[config.mk]
export PLATFORM = sky130hd
export DESIGN_NAME = thunderbird_seq
export DESIGN_NICKNAME = d
export VERILOG_FILES = /design/src/rtl/thunderbird_seq_pkg.sv /design/src/rtl/thunderbird_seq_tick_gen.sv /design/src/rtl/thunderbird_seq.sv
export SDC_FILE = /design/constraint.sdc
export NUM_CORES = 1
export LEC_CHECK = 0
export ABC_AREA = 1
export CORE_UTILIZATION = 45
export CTS_CLUSTER_SIZE = 16
export DETAILED_ROUTE_END_ITERATION = 7
export DONT_BUFFER_PORTS = 1
export MAX_ROUTING_LAYER = met4
export PLACE_DENSITY = 0.57
export REMOVE_ABC_BUFFERS = 1
export SETUP_SLACK_MARGIN = 0.15
export SLEW_MARGIN = 30
export SYNTH_ARGS = -nofsm -noshare
export SYNTH_HDL_FRONTEND = slang
export SYNTH_SLANG_ARGS = --single-unit
[constraint.sdc]
create_clock -name clk -period 1.8 [get_ports clk]
set_input_delay 0.36 -clock clk [delete_from_list [all_inputs] [get_ports clk]]
set_output_delay 0.36 -clock clk [all_outputs]
set_load 0.02 [all_outputs]
[src/rtl/thunderbird_seq_pkg.sv]
// -----------------------------------------------------------------------------
// thunderbird_pkg
// Shared types and helpers for the Thunderbird tail-light sequencer.
//   mode_t : sequencer mode (IDLE, LEFT, RIGHT, HAZ), 2 bits
//   therm(): thermometer code, bit i set when i < k, limited to 'width' bits
// -----------------------------------------------------------------------------
package thunderbird_pkg;

    typedef enum logic [1:0] {
        IDLE  = 2'd0,
        LEFT  = 2'd1,
        RIGHT = 2'd2,
        HAZ   = 2'd3
    } mode_t;

    // Widest lamp bank the thermometer helper can produce.
    localparam int THERM_MAX = 32;

    // Thermometer code: the k lowest bits set, never more than 'width' bits.
    // Callers slice the result down to their own lamp count.
    function automatic logic [THERM_MAX-1:0] therm(input int unsigned k,
                                                   input int unsigned width);
        logic [THERM_MAX-1:0] v;
        v = '0;
        for (int unsigned i = 0; i < THERM_MAX; i++) begin
            if ((i < k) && (i < width)) begin
                v[i] = 1'b1;
            end
        end
        return v;
    endfunction

endpackage

[src/rtl/thunderbird_seq_tick_gen.sv]
// -----------------------------------------------------------------------------
// tick_gen
// Step-rate prescaler. A counter runs 0..PRESCALE-1 and wraps; tick is high
// while the counter sits at its last value. With PRESCALE=1 tick is constant 1.
// Ports:
//   clk   : system clock, rising edge
//   reset : asynchronous, active-low reset (counter back to 0)
//   tick  : one-cycle step enable
// -----------------------------------------------------------------------------
module tick_gen #(
    parameter int PRESCALE = 1
) (
    input  logic clk,
    input  logic reset,
    output logic tick
);

    generate
        if (PRESCALE <= 1) begin : g_bypass
            // Every clock is a step; clock and reset are not needed here.
            logic w_unused_ok;
            assign w_unused_ok = &{1'b0, clk, reset};
            assign tick        = 1'b1;
        end else begin : g_count
            localparam int             CW   = $clog2(PRESCALE);
            localparam logic [CW-1:0]  LAST = CW'(PRESCALE - 1);

            logic [CW-1:0] r_cnt;

            always_ff @(posedge clk or negedge reset) begin
                if (!reset) begin
                    r_cnt <= '0;
                end else if (r_cnt == LAST) begin
                    r_cnt <= '0;
                end else begin
                    r_cnt <= r_cnt + 1'b1;
                end
            end

            assign tick = (r_cnt == LAST);
        end
    endgenerate

endmodule

[src/rtl/thunderbird_seq.sv]
// -----------------------------------------------------------------------------
// thunderbird_seq
// Parametrised Thunderbird tail-light sequencer: sequential turn sweep per
// side, hazard flashing and brake overlay, stepping at the tick_gen rate.
// Parameters:
//   LAMPS    : lamps per side (>=1), bit 0 innermost
//   PRESCALE : clk cycles per sequence step (>=1)
// Ports:
//   clk     : system clock, rising edge
//   reset   : asynchronous, active-low reset
//   left    : left turn request
//   right   : right turn request
//   hazard  : hazard request
//   brake   : brake pedal
//   lamp_l  : left lamps, bit i = lamp i (registered)
//   lamp_r  : right lamps (registered)
//   active  : high while mode != IDLE (registered)
// -----------------------------------------------------------------------------
module thunderbird_seq
    import thunderbird_pkg::*;
#(
    parameter int LAMPS    = 3,
    parameter int PRESCALE = 1
) (
    input  logic             clk,
    input  logic             reset,
    input  logic             left,
    input  logic             right,
    input  logic             hazard,
    input  logic             brake,
    output logic [LAMPS-1:0] lamp_l,
    output logic [LAMPS-1:0] lamp_r,
    output logic             active
);

    localparam int            SW        = $clog2(LAMPS + 1);
    localparam logic [SW-1:0] LAST_STEP = SW'(LAMPS);

    logic             w_tick;
    logic             w_haz_req;
    logic             w_enter;
    mode_t            r_mode;
    mode_t            w_mode_next;
    logic [SW-1:0]    r_step;
    logic [SW-1:0]    w_step_next;
    logic [LAMPS-1:0] r_lamp_l;
    logic [LAMPS-1:0] r_lamp_r;
    logic             r_active;
    logic [LAMPS-1:0] w_lamp_l_next;
    logic [LAMPS-1:0] w_lamp_r_next;
    logic [THERM_MAX-1:0] w_therm_full;
    logic [LAMPS-1:0] w_sweep;
    logic [LAMPS-1:0] w_brake_fill;

    tick_gen #(
        .PRESCALE (PRESCALE)
    ) u_tick_gen (
        .clk   (clk),
        .reset (reset),
        .tick  (w_tick)
    );

    // Both turn requests together are treated exactly like hazard.
    assign w_haz_req = hazard | (left & right);

    // IDLE and the dark half of a hazard flash share the same entry rules.
    assign w_enter = (r_mode == IDLE) || ((r_mode == HAZ) && (r_step == '0));

    // ---------------- next-state logic ----------------
    always_comb begin
        w_mode_next = r_mode;
        w_step_next = r_step;
        if (w_tick) begin
            if (w_enter) begin
                if (w_haz_req) begin
                    w_mode_next = HAZ;
                    w_step_next = SW'(1);
                end else if (left) begin
                    w_mode_next = LEFT;
                    w_step_next = SW'(1);
                end else if (right) begin
                    w_mode_next = RIGHT;
                    w_step_next = SW'(1);
                end else begin
                    w_mode_next = IDLE;
                    w_step_next = '0;
                end
            end else if (r_mode == HAZ) begin
                // Lit half of the flash: go dark, new hazard requests ignored.
                w_step_next = '0;
            end else if (w_haz_req) begin
                // Hazard aborts a running sweep.
                w_mode_next = HAZ;
                w_step_next = SW'(1);
            end else if (r_step < LAST_STEP) begin
                w_step_next = r_step + 1'b1;
            end else begin
                // Sweep finished; a held request re-enters after one dark step.
                w_mode_next = IDLE;
                w_step_next = '0;
            end
        end
    end

    // ---------------- lamp decode ----------------
    // Decoded from the next state and the live brake input so the registered
    // lamps change on the same edge as the state, and brake shows one clk late.
    assign w_therm_full = therm(32'(w_step_next), LAMPS);
    assign w_sweep      = w_therm_full[LAMPS-1:0];
    assign w_brake_fill = {LAMPS{brake}};

    always_comb begin
        w_lamp_l_next = '0;
        w_lamp_r_next = '0;
        case (w_mode_next)
            IDLE: begin
                w_lamp_l_next = w_brake_fill;
                w_lamp_r_next = w_brake_fill;
            end
            LEFT: begin
                w_lamp_l_next = w_sweep;
                w_lamp_r_next = w_brake_fill;
            end
            RIGHT: begin
                w_lamp_l_next = w_brake_fill;
                w_lamp_r_next = w_sweep;
            end
            HAZ: begin
                // Brake deliberately has no effect while flashing.
                w_lamp_l_next = {LAMPS{w_step_next[0]}};
                w_lamp_r_next = {LAMPS{w_step_next[0]}};
            end
            default: begin
                w_lamp_l_next = '0;
                w_lamp_r_next = '0;
            end
        endcase
    end

    // ---------------- state and output registers ----------------
    always_ff @(posedge clk or negedge reset) begin
        if (!reset) begin
            r_mode   <= IDLE;
            r_step   <= '0;
            r_lamp_l <= '0;
            r_lamp_r <= '0;
            r_active <= 1'b0;
        end else begin
            r_mode   <= w_mode_next;
            r_step   <= w_step_next;
            r_lamp_l <= w_lamp_l_next;
            r_lamp_r <= w_lamp_r_next;
            r_active <= (w_mode_next != IDLE);
        end
    end

    assign lamp_l = r_lamp_l;
    assign lamp_r = r_lamp_r;
    assign active = r_active;

endmodule

==> results.json <==
{
  "numPortBuffers": 0,
  "rows": 13,
  "drive_above_1_share": 0.300,
  "relSlewSlack": 0.692,
  "grt_max_degree": 12,
  "drv_slew": 0,
  "fin_total_pwr_mw": 1.46,
  "grt_pass1_wl_um": 1710,
  "num_vias": 472,
  "fillerInstances": 123,
  "grt_pass1_vias": 419,
  "hpwl_um": 889,
  "cp.required_ps": 1990,
  "die_w_um": 40.1,
  "area_growth_pct": 8.43,
  "crit_top_cell": "nand2_1",
  "max_freq_mhz": 712,
  "postPlaceCellArea_sq_um": 672,
  "clkSinkCount": 11,
  "rsz0062_at_grt": "false",
  "skew_ps": 11.3,
  "cts_root_buf": "clkbuf_4",
  "postLayoutCellArea_sq_um": 708,
  "synth_cells": 75,
  "clk_path_buf_depth": 2,
  "clk_latency_ps": 260,
  "layout_min_cycle_time_ps": 1410,
  "tightest_slew_ps": 460,
  "avgViaCountPerCell": 4.97,
  "final_cell_mix": "nand2_1, dfrtp_1, inv_1",
  "layout_commonest_cell": "nand2_1",
  "seq_area_sq_um": 275,
  "finalSetupViolCount": 0,
  "grt_overflow": 0,
  "status": "complete, no violations",
  "hold_path.class": "in -> reg",
  "cp_slowest_cell": "dfrtp_1",
  "worstSetupPathType": "reg -> reg",
  "ys_seq_area_frac": 0.421,
  "hold_slack_ps": 265,
  "io_pins": 13,
  "max_stage_delay_ps": 380,
  "critPathMaxFanout": 8,
  "syn_area_per_cell_sq_um": 8.71,
  "cp-end-kind": "register",
  "place.gp.congestion": 0.754,
  "synth_top_area_share": 0.421,
  "cts_max_level": 1,
  "path_cells": "inv_1 -> ha_1 -> nand3_2 -> nand2_4 -> nand3_1 -> o21ai_1 -> nand2_1 -> nand2_1 -> inv_2 -> nand2_1",
  "post-route-drc-count": 0,
  "die_area_sq_um": 1610,
  "fin_crit_sh": 0.781,
  "cts_tree": "built",
  "setup_tns_ps": 0,
  "peakVddDrop_mv": 0.858,
  "synthDistinctLibCells": 19,
  "post_cts_resized": 0,
  "yosys_warnings": 0,
  "ys_ff_latch": 11,
  "initialDrtViolationCount": 8,
  "synth_area_leader_cell": "dfrtp_1",
  "p_leak_nw": 0.358,
  "path_clk_slew_ps": 60,
  "startpoint_type": "register",
  "cap_viol_max_count": 0,
  "core_sq_um": 1320,
  "final_util": 0.538,
  "numCtsBuffers": 3,
  "power_density_nw_per_um2": 2060,
  "hold_viol": 0,
  "die_y_um": 40.1,
  "wirelength_um": 1030,
  "num-nets-final": 89,
  "synth_area_leaders": "dfrtp_1, nand2_1, nand2_2",
  "detail_route.wl_per_cell_um": 10.8,
  "arrival_ps": 1600,
  "multi_input_area_sq_um": 333,
  "start_util": 0.496,
  "syn_area_sq_um": 653,
  "ant_nets": 0,
  "antenna_found_initial": 0,
  "track_usage": 0.166,
  "first_pass_iters": 2,
  "diodes": 0
}
what timing repair did:
action,in CTS,in global routing
setup buffers,0,0
hold buffers,1,0
endpoints found under the setup margin,0,0
hold endpoints to repair,11,0
synth_stat cells:
library cell	instances
nand2_1	20
dfrtp_1	11
inv_1	7
nand2_2	6
nand3_1	6
nor2_1	4
nand2_4	3
nand3_2	3
o21ai_2	3
ha_1	2
inv_2	2
a21oi_2	1
inv_8	1
nand4_1	1
nor2_4	1
o21ai_0	1
o21ai_1	1
o21ai_4	1
o31ai_1	1
logic make-up (layout without fill, tap and decap cells):
| logic type | count (synthesis) | after routing | synth area share |
|---|---|---|---|
| buffers and inverters | 10 | 15 | 0.0690 |
| AOI/OAI and AO/OA | 8 | 8 | 0.105 |
| and+or+nand+nor | 44 | 44 | 0.366 |
| DFF | 11 | 11 | 0.421 |
| adders and majority gates | 2 | 2 | 0.0383 |
routing by layer:
layer	GRT usage	wire [um]	up-vias
met2	0.242	447	10
met3	0.0722	51	0
met5	-	0	-
li1	-	-	252
met1	0.214	530	210
met4	0.0259	0	0
worst max-delay path: cells and delay by family (launching register included):
family,cells,cell delay (ps)
buffers and inverters,2,120
adder cells (fa/ha/maj),1,160
AO/OA/AOI/OAI,1,110
flip-flops,1,380
AND/OR/NAND/NOR,6,570
area by class of cell:
type,count,share of cell area
Inverter,10,0.0636
Multi-Input combinational cell,54,0.470
Timing Repair Buffer,1,0.0141
Tap cell,15,0.0265
Clock buffer,4,0.0371
Sequential cell,11,0.389
power breakdown:
part | leakage, nW | switching [mW] | total [mW] | internal (mW)
Combinational | 0.213 | 0.517 | 0.797 | 0.281
Sequential | 0.130 | 0.139 | 0.502 | 0.363
Clock | 0.0150 | 0.0727 | 0.158 | 0.0853
Total | 0.358 | 0.728 | 1.46 | 0.729
registers in the layout, indices dropped and copies added, names as in the netlist:
name and cells:
lamp_l 3, lamp_r 3, r_mode 2, r_step 2, active 1
worst paths after layout:
| check | start | endpoint | slack (ps) | depth (start not counted) |
|---|---|---|---|---|
| setup / recovery | r_step[0]$_DFF_PN0_ | lamp_r[1]$_DFF_PN0_ | 390 | 10 |
| hold / removal | brake | lamp_r[2]$_DFF_PN0_ | 260 | 2 |
| setup reg to reg | r_step[0]$_DFF_PN0_ | lamp_r[1]$_DFF_PN0_ | 390 | 10 |
| hold reg to reg | r_mode[0]$_DFF_PN0_ | r_mode[0]$_DFF_PN0_ | 770 | 4 |
| max in group asynchronous | reset | lamp_r[2]$_DFF_PN0_ | 990 | 1 |
| min in group asynchronous | reset | r_mode[0]$_DFF_PN0_ | 480 | 1 |
per-stage QoR:
step | instances | setup slack (ps)
2_1_floorplan | 75 | 508
3_3_place_gp | 90 | 394
3_5_place_dp | 90 | 403
4_1_cts | 95 | 392
5_1_grt | 95 | 274
6_report | 95 | 395
No activity file was read; power rests on OpenSTA's default activity.
